[src/rtl/isa_pkg.sv]
// Instruction-set definitions shared by the encoder and the control-unit decoder:
// op ids, 6-bit opcodes, word field positions and op classification.
package isa_pkg;

    typedef enum logic [4:0] {
        OP_NOP  = 5'd0,
        OP_ADD  = 5'd1,
        OP_SUB  = 5'd2,
        OP_AND  = 5'd3,
        OP_OR   = 5'd4,
        OP_NOR  = 5'd5,
        OP_XOR  = 5'd6,
        OP_SLA  = 5'd7,
        OP_SLL  = 5'd8,
        OP_SRA  = 5'd9,
        OP_SRL  = 5'd10,
        OP_SWP  = 5'd11,
        OP_ADDI = 5'd12,
        OP_SUBI = 5'd13,
        OP_LD   = 5'd14,
        OP_ST   = 5'd15,
        OP_BEZ  = 5'd16,
        OP_BNE  = 5'd17,
        OP_JMP  = 5'd18,
        OP_MOV  = 5'd19,
        OP_XSWP = 5'd20
    } op_id_e;

    typedef enum logic [1:0] {
        FMT_NONE = 2'd0,
        FMT_R    = 2'd1,
        FMT_I    = 2'd2
    } fmt_e;

    localparam logic [5:0] OPC_NOP  = 6'b000000;
    localparam logic [5:0] OPC_ADD  = 6'b000001;
    localparam logic [5:0] OPC_SUB  = 6'b000011;
    localparam logic [5:0] OPC_AND  = 6'b000101;
    localparam logic [5:0] OPC_OR   = 6'b000110;
    localparam logic [5:0] OPC_NOR  = 6'b000111;
    localparam logic [5:0] OPC_XOR  = 6'b001000;
    localparam logic [5:0] OPC_SLA  = 6'b001001;
    localparam logic [5:0] OPC_SLL  = 6'b001010;
    localparam logic [5:0] OPC_SRA  = 6'b001011;
    localparam logic [5:0] OPC_SRL  = 6'b001100;
    localparam logic [5:0] OPC_SWP  = 6'b111111;
    localparam logic [5:0] OPC_ADDI = 6'b100000;
    localparam logic [5:0] OPC_SUBI = 6'b100001;
    localparam logic [5:0] OPC_LD   = 6'b100100;
    localparam logic [5:0] OPC_ST   = 6'b100101;
    localparam logic [5:0] OPC_BEZ  = 6'b101000;
    localparam logic [5:0] OPC_BNE  = 6'b101001;
    localparam logic [5:0] OPC_JMP  = 6'b101010;

    localparam int OPC_LSB  = 26;
    localparam int DEST_LSB = 21;
    localparam int SRC1_LSB = 16;
    localparam int SRC2_LSB = 11;
    localparam int IMM_LSB  = 0;

    // Pseudo-ops classify by the format of the words they expand into.
    function automatic fmt_e op_format(logic [4:0] op);
        case (op)
            OP_NOP, OP_ADD, OP_SUB, OP_AND, OP_OR, OP_NOR, OP_XOR,
            OP_SLA, OP_SLL, OP_SRA, OP_SRL, OP_SWP, OP_XSWP:
                return FMT_R;
            OP_ADDI, OP_SUBI, OP_LD, OP_ST, OP_BEZ, OP_BNE, OP_JMP, OP_MOV:
                return FMT_I;
            default:
                return FMT_NONE;
        endcase
    endfunction

    function automatic logic [5:0] opcode_of(logic [4:0] op);
        case (op)
            OP_ADD:  return OPC_ADD;
            OP_SUB:  return OPC_SUB;
            OP_AND:  return OPC_AND;
            OP_OR:   return OPC_OR;
            OP_NOR:  return OPC_NOR;
            OP_XOR:  return OPC_XOR;
            OP_SLA:  return OPC_SLA;
            OP_SLL:  return OPC_SLL;
            OP_SRA:  return OPC_SRA;
            OP_SRL:  return OPC_SRL;
            OP_SWP:  return OPC_SWP;
            OP_ADDI: return OPC_ADDI;
            OP_SUBI: return OPC_SUBI;
            OP_LD:   return OPC_LD;
            OP_ST:   return OPC_ST;
            OP_BEZ:  return OPC_BEZ;
            OP_BNE:  return OPC_BNE;
            OP_JMP:  return OPC_JMP;
            OP_MOV:  return OPC_ADDI;
            OP_XSWP: return OPC_XOR;
            default: return OPC_NOP;
        endcase
    endfunction

endpackage

[src/rtl/instr_encoder_if.sv]
// Request and output-word handshake bundle between the loader front end,
// the instruction encoder and the instruction-memory writer.
interface instr_encoder_if #(
    parameter int ADDR_W = 10
);
    logic              req_valid;
    logic              req_ready;
    logic [4:0]        req_op;
    logic [4:0]        req_dest;
    logic [4:0]        req_src1;
    logic [4:0]        req_src2;
    logic [15:0]       req_imm;
    logic              out_valid;
    logic              out_ready;
    logic [ADDR_W-1:0] out_addr;
    logic [31:0]       out_word;

    modport master (
        output req_valid, req_op, req_dest, req_src1, req_src2, req_imm, out_ready,
        input  req_ready, out_valid, out_addr, out_word
    );

    modport slave (
        input  req_valid, req_op, req_dest, req_src1, req_src2, req_imm, out_ready,
        output req_ready, out_valid, out_addr, out_word
    );
endinterface

[src/rtl/instr_word_pack.sv]
// Combinational packer: op id, register fields and expansion step to one
// 32-bit instruction word, plus a flag saying the op id is known.
module instr_word_pack
    import isa_pkg::*;
(
    input  logic [4:0]  op,
    input  logic [4:0]  dest,
    input  logic [4:0]  src1,
    input  logic [4:0]  src2,
    input  logic [15:0] imm,
    input  logic [1:0]  step,
    output logic [31:0] word,
    output logic        op_ok
);
    fmt_e        fmt;
    logic [4:0]  f_dest;
    logic [4:0]  f_src1;
    logic [4:0]  f_src2;
    logic [15:0] f_imm;

    always_comb begin
        fmt    = op_format(op);
        f_dest = dest;
        f_src1 = src1;
        f_src2 = src2;
        f_imm  = imm;

        if (op == OP_MOV) begin
            f_imm = '0;
        end

        // XOR swap: steps 0 and 2 are d^=s, step 1 is s^=d.
        if (op == OP_XSWP) begin
            if (step == 2'd1) begin
                f_dest = src1;
                f_src1 = src1;
                f_src2 = dest;
            end else begin
                f_dest = dest;
                f_src1 = dest;
                f_src2 = src1;
            end
        end

        word = '0;
        word[OPC_LSB +: 6]  = opcode_of(op);
        word[DEST_LSB +: 5] = f_dest;
        word[SRC1_LSB +: 5] = f_src1;
        case (fmt)
            FMT_R:   word[SRC2_LSB +: 5] = f_src2;
            FMT_I:   word[IMM_LSB +: 16] = f_imm;
            default: word = '0;
        endcase

        if (op == OP_NOP) begin
            word = '0;
        end

        op_ok = (fmt != FMT_NONE);
    end
endmodule

[src/rtl/instr_encoder.sv]
// Streaming instruction encoder: accepts micro-op requests, emits encoded
// address/word pairs, expanding XSWP into three words.
//
//   state | meaning
//   IDLE  | no word held
//   HOLD  | word held, nothing left to expand
//   EXP   | word held, exp_left (1 or 2) expansion words still to load
module instr_encoder
    import isa_pkg::*;
#(
    parameter int ADDR_W    = 10,
    parameter int BASE_ADDR = 0
) (
    input  logic           clk,
    input  logic           rst,
    instr_encoder_if.slave bus,
    output logic           err,
    output logic           wrapped
);
    typedef enum logic [1:0] {
        ST_IDLE = 2'd0,
        ST_HOLD = 2'd1,
        ST_EXP  = 2'd2
    } state_e;

    state_e            state;
    logic [1:0]        exp_left;
    logic              out_valid;
    logic [31:0]       out_word;
    logic [ADDR_W-1:0] out_addr;
    logic [4:0]        xs_dest;
    logic [4:0]        xs_src;

    logic              req_ready;
    logic              accept;
    logic              out_fire;
    logic              multi;
    logic [4:0]        pk_op;
    logic [4:0]        pk_dest;
    logic [4:0]        pk_src1;
    logic [1:0]        pk_step;
    logic [31:0]       pk_word;
    logic              pk_ok;

    assign req_ready = !out_valid || (bus.out_ready && (state == ST_HOLD));
    assign accept    = bus.req_valid && req_ready;
    assign out_fire  = out_valid && bus.out_ready;
    assign multi     = (bus.req_op == OP_XSWP);

    assign bus.req_ready = req_ready;
    assign bus.out_valid = out_valid;
    assign bus.out_word  = out_word;
    assign bus.out_addr  = out_addr;

    // During expansion the packer is fed the saved XSWP operands, not the request.
    always_comb begin
        pk_op   = bus.req_op;
        pk_dest = bus.req_dest;
        pk_src1 = bus.req_src1;
        pk_step = 2'd0;
        if (state == ST_EXP) begin
            pk_op   = OP_XSWP;
            pk_dest = xs_dest;
            pk_src1 = xs_src;
            pk_step = (exp_left == 2'd2) ? 2'd1 : 2'd2;
        end
    end

    instr_word_pack u_pack (
        .op    (pk_op),
        .dest  (pk_dest),
        .src1  (pk_src1),
        .src2  (bus.req_src2),
        .imm   (bus.req_imm),
        .step  (pk_step),
        .word  (pk_word),
        .op_ok (pk_ok)
    );

    always_ff @(posedge clk or posedge rst) begin
        if (rst) begin
            state     <= ST_IDLE;
            exp_left  <= 2'd0;
            out_valid <= 1'b0;
            out_word  <= '0;
            out_addr  <= ADDR_W'(BASE_ADDR);
            err       <= 1'b0;
            wrapped   <= 1'b0;
            xs_dest   <= '0;
            xs_src    <= '0;
        end else begin
            if (out_fire) begin
                out_addr <= out_addr + ADDR_W'(1);
                if (&out_addr) begin
                    wrapped <= 1'b1;
                end
            end

            if (accept && !pk_ok) begin
                err <= 1'b1;
            end

            case (state)
                ST_EXP: begin
                    if (out_fire) begin
                        out_word <= pk_word;
                        exp_left <= exp_left - 2'd1;
                        if (exp_left == 2'd1) begin
                            state <= ST_HOLD;
                        end
                    end
                end
                default: begin
                    // An accept in HOLD always coincides with an out handshake.
                    if (accept && pk_ok) begin
                        out_word  <= pk_word;
                        out_valid <= 1'b1;
                        if (multi) begin
                            state    <= ST_EXP;
                            exp_left <= 2'd2;
                            xs_dest  <= bus.req_dest;
                            xs_src   <= bus.req_src1;
                        end else begin
                            state    <= ST_HOLD;
                            exp_left <= 2'd0;
                        end
                    end else if (out_fire) begin
                        out_valid <= 1'b0;
                        state     <= ST_IDLE;
                    end
                end
            endcase
        end
    end
endmodule

[src/flat_wrapper.sv]
// flat-port wrapper written by rule: the top's interface ports become plain ports
module instr_encoder_flat import isa_pkg::*;
#(
    parameter int ADDR_W    = 10,
    parameter int BASE_ADDR = 0
)
  (clk, rst, err, wrapped, bus_req_valid, bus_req_op, bus_req_dest, bus_req_src1, bus_req_src2, bus_req_imm, bus_out_ready, bus_req_ready, bus_out_valid, bus_out_addr, bus_out_word);
  instr_encoder_if #(.ADDR_W(ADDR_W)) bus_i ();
  input  logic clk;
  input  logic rst;
  output logic err;
  output logic wrapped;
  input wire logic [$bits(bus_i.req_valid)-1:0] bus_req_valid;
  input wire logic [$bits(bus_i.req_op)-1:0] bus_req_op;
  input wire logic [$bits(bus_i.req_dest)-1:0] bus_req_dest;
  input wire logic [$bits(bus_i.req_src1)-1:0] bus_req_src1;
  input wire logic [$bits(bus_i.req_src2)-1:0] bus_req_src2;
  input wire logic [$bits(bus_i.req_imm)-1:0] bus_req_imm;
  input wire logic [$bits(bus_i.out_ready)-1:0] bus_out_ready;
  output wire logic [$bits(bus_i.req_ready)-1:0] bus_req_ready;
  output wire logic [$bits(bus_i.out_valid)-1:0] bus_out_valid;
  output wire logic [$bits(bus_i.out_addr)-1:0] bus_out_addr;
  output wire logic [$bits(bus_i.out_word)-1:0] bus_out_word;
  assign bus_i.req_valid = bus_req_valid;
  assign bus_i.req_op = bus_req_op;
  assign bus_i.req_dest = bus_req_dest;
  assign bus_i.req_src1 = bus_req_src1;
  assign bus_i.req_src2 = bus_req_src2;
  assign bus_i.req_imm = bus_req_imm;
  assign bus_i.out_ready = bus_out_ready;
  assign bus_req_ready = bus_i.req_ready;
  assign bus_out_valid = bus_i.out_valid;
  assign bus_out_addr = bus_i.out_addr;
  assign bus_out_word = bus_i.out_word;
  instr_encoder #(.ADDR_W(ADDR_W), .BASE_ADDR(BASE_ADDR)) u_core (.clk(clk), .rst(rst), .bus(bus_i), .err(err), .wrapped(wrapped));
endmodule
[config.mk]
export PLATFORM = sky130hd
export DESIGN_NAME = instr_encoder_flat
export DESIGN_NICKNAME = d
export VERILOG_FILES = /design/src/rtl/isa_pkg.sv /design/src/rtl/instr_encoder_if.sv /design/src/rtl/instr_word_pack.sv /design/src/rtl/instr_encoder.sv /design/src/flat_wrapper.sv
export SDC_FILE = /design/constraint.sdc
export NUM_CORES = 1
export LEC_CHECK = 0
export ABC_AREA = 1
export CAP_MARGIN = 40
export CORE_MARGIN = 4
export CORE_UTILIZATION = 35
export CTS_CLUSTER_SIZE = 30
export DETAILED_ROUTE_END_ITERATION = 10
export GPL_TIMING_DRIVEN = 0
export PLACE_DENSITY = 0.58
export SYNTH_ARGS = -nofsm -noshare
export SYNTH_HDL_FRONTEND = slang
export SYNTH_SLANG_ARGS = --single-unit
[constraint.sdc]
create_clock -name clk -period 3.1 [get_ports clk]
set_input_delay 0.31 -clock clk [delete_from_list [all_inputs] [get_ports clk]]
set_output_delay 0.31 -clock clk [all_outputs]
set_load 0.01 [all_outputs]
==> impl_results.md <==
- Status: complete, no violations
- Routed WL: 8.76 mm
- Post-CTS setup buffers: 0
- Worst skew pair latency: 0.35 ns
- DIE AREA: 11100 sq um
- Final instance area: 4600 sq um
- Post-Synth Simple-Gate Area: 34.8%
- Worst setup SP type: input port
- H-tree level count: 3
- Mapped cell area: 3310 sq um
- Crit path time final: 2.50 ns
- Cell count after synthesis: 441
- Routed Antenna Nets: 0
- Adder-cell share of the synthesized area: 2.27%
- Num ports: 86
- Routed wire per std cell: 13.0 microns
- DP HPWL: 6.76 mm
- Fin worst setup slack: 0.597 ns
- Commonest non-fill, non-tap cell in the layout: nand2_1
- Fin. Hold Viols: 0
- Routability congestion estimate: 0.886
- Drt via density: 4.71
- Area Growth Syn to Fin: 39.1%
- Initial antenna violation count: 0
- Avg Synthesized Cell Area: 7.50 sq um
- First-pass GRT wire length: 14.7 mm
- Slew Limit Headroom: 55.0%
- DR pass1 iterations: 4
- Final Power: 3.33 mW
- Compound-cell area share of the yosys netlist: 7.64%
- CTS tree: done
- Total Nets Final: 584
- Setup Crit Path Kind: in -> reg
- Post-cts repair resize count: 0
- CTS buffer count: 9
- Tightest Pin Transition: 0.675 ns
- Synth cell types: 30
- Pwr/cell area: 725 nW/um^2
- CTS sink cnt: 59
- Flops & latches, synth: 59
- Post-synthesis sequential area ratio: 44.6%
- Port buffer count: 85
- Ant diodes: 0
- Max Slew Vio Count: 0
- Share of layout cells above drive strength 1: 10.9%
- Die width: 105 microns
- Largest net degree at the start of global routing: 32
- Worst Hold Margin: 0.385 ns
- VDD IR max: 0.307 mV
- Core footprint: 9240 sq um
- RSZ-0062 raised after global routing: false
- Site Rows: 35
- Mux cell area share after synthesis: 0%
- Critical Path End Type: flop
- Crit path max fanout: 10
- GRT Total Usage: 16.6%
- Crit-path slowest cell: clkdlybuf4s50_1
- Max Cap Viol: 0
- Main combinational cell family by area after synthesis: simple AND/OR/NAND/NOR gates
- GRT overflow: 0
- DRC errors left: 0
- Area after DPL: 4340 sq um
- Max clock buf depth: 2
- Leak: 2.30 nW
- Setup WS pre-CTS: 0.222 ns
- Starting DRT DRC Count: 139
- Hold-fix buffers, CTS: 0
- Fill cells: 915
- Clock transition at path regs: 0.07 ns
- Post-Synth XOR/XNOR Area: 2.12%
- Fin crit share: 80.8%
- Root buf cell: clkbuf_8
- Vias in the first global route: 3163
- Commonest cells after routing, fill and taps aside: 165 x nand2_1, 85 x clkdlybuf4s50_1, 64 x nand3_1
- Total negative setup slack: 0 ns
- Arrival time at the worst endpoint: 2.77 ns
- Setup-failing EPs final: 0
- Crit-path cells: clkdlybuf4s50_1 > nand2_1 > nand2_1 > nand2_1 > nor2_1 > buf_2 > nor2_1 > ha_1 > inv_1 > nand4_2 > nand2_1 > buf_6 > nand3_2 > buf_6 > o21ai_1
- Family with the most delay on the worst path: buffers and inverters
- DR vias: 3163
- Crit path required time: 3.37 ns
- Chip height: 105 microns
- Syn nets: 487
- CP dominant cell by count: nand2_1
- Synth Warn #: 0
- Largest stage delay, worst path: 0.60 ns
- Buf/Inv on CP: 5
- FMAX: 0.399 GHz
- Worst Hold Class: in -> async
- Starting Density: 35.8%
- Clock Skew: 0.00858 ns
logic make-up after synthesis:
group	count (synthesis)
xor+xnor	8
fa+ha+maj	6
simple gates	262
buf+inv	62
flops	59
compound gates	44
sequential cells by signal, summed over array words and instances, names as in the netlist, 2 cells and up:
| register | count |
|---|---|
| u_core.bus.out_addr | 10 |
| u_core.xs_dest | 5 |
| u_core.xs_src | 5 |
| u_core.state | 2 |
| u_core.exp_left | 2 |
| u_core.bus.out_word | 32 |
area by class of cell:
| class | count | area, sq um | area share, % |
|---|---|---|---|
| Timing Repair Buffer | 86 | 871 | 18.9 |
| Buffer | 14 | 101 | 2.20 |
| Sequential cell | 59 | 1480 | 32.1 |
| Clock inverter | 4 | 95.1 | 2.07 |
| Inverter | 48 | 180 | 3.92 |
| Tap cell | 129 | 161 | 3.51 |
| Multi-Input combinational cell | 320 | 1550 | 33.7 |
| Clock buffer | 12 | 165 | 3.59 |
worst reg2reg max path, stage by stage (launching register included):
cell,delay (ns)
dfrtp_1,0.40
inv_2,0.10
nand2_4,0.09
nand2_2,0.14
nand2_1,0.07
nor2_1,0.13
buf_2,0.22
nor2_1,0.10
ha_1,0.25
inv_1,0.11
nand4_2,0.13
nand2_1,0.12
buf_6,0.15
nand3_2,0.09
buf_6,0.17
o21ai_1,0.12
final timing paths:
| path | start | to | slack (ns) | cells after the start |
|---|---|---|---|---|
| setup reg to reg | u_core.state[0] | u_core.bus.out_word[6] | 0.62 | 15 |
| max in group asynchronous | rst | u_core.xs_src[1] | 2.13 | 3 |
| min in group clk | u_core.err | u_core.err | 0.47 | 1 |
| setup / recovery | bus_req_op[2] | u_core.bus.out_word[6] | 0.60 | 15 |
| hold reg to reg | u_core.err | u_core.err | 0.47 | 1 |
| hold / removal | rst | u_core.bus.out_word[7] | 0.39 | 2 |
through the flow:
| step | utilization [%] | cells |
|---|---|---|
| floorplan | - | 441 |
| global placement | 46.7 | 655 |
| detailed placement | 47.0 | 656 |
| CTS | 49.8 | 672 |
| global route | 49.8 | 672 |
| finish | 49.8 | 672 |
Yosys cell counts, drive strengths merged:
master    n  area [sq um]
xor2      4          35.0
a21oi     1          5.00
buf      13          96.3
clkbuf    1          5.00
nor2     18          90.1
a31oi     1          6.26
nand4     5          37.5
o21ai    39           218
a31o      1          8.76
nor3      2          15.0
a21boi    1          7.51
nand3    66           340
o21bai    1          7.51
xnor2     4          35.0
ha        6          75.1
nand2   170           656
inv      48           180
dfrtp    59          1480
nor4      1          12.5
per-layer routing:
| layer | share of wire, % | vias to the layer above | GRT usage [%] | routed length (microns) |
|---|---|---|---|---|
| met3 | 5.5 | 16 | 5.56 | 481 |
| met2 | 46 | 88 | 26.5 | 4010 |
| met5 | 0 | - | 0 | 0 |
| met1 | 47 | 1456 | 21.0 | 4090 |
| li1 | - | 1603 | - | - |
| met4 | 2.0 | 0 | 6.00 | 178 |
power breakdown:
part           internal, mW  switching [mW]  total (mW)
Sequential             1.03           0.173        1.20
Combinational         0.632           0.586        1.22
Clock                 0.599           0.318       0.917
(Power assumes the default switching activity.)
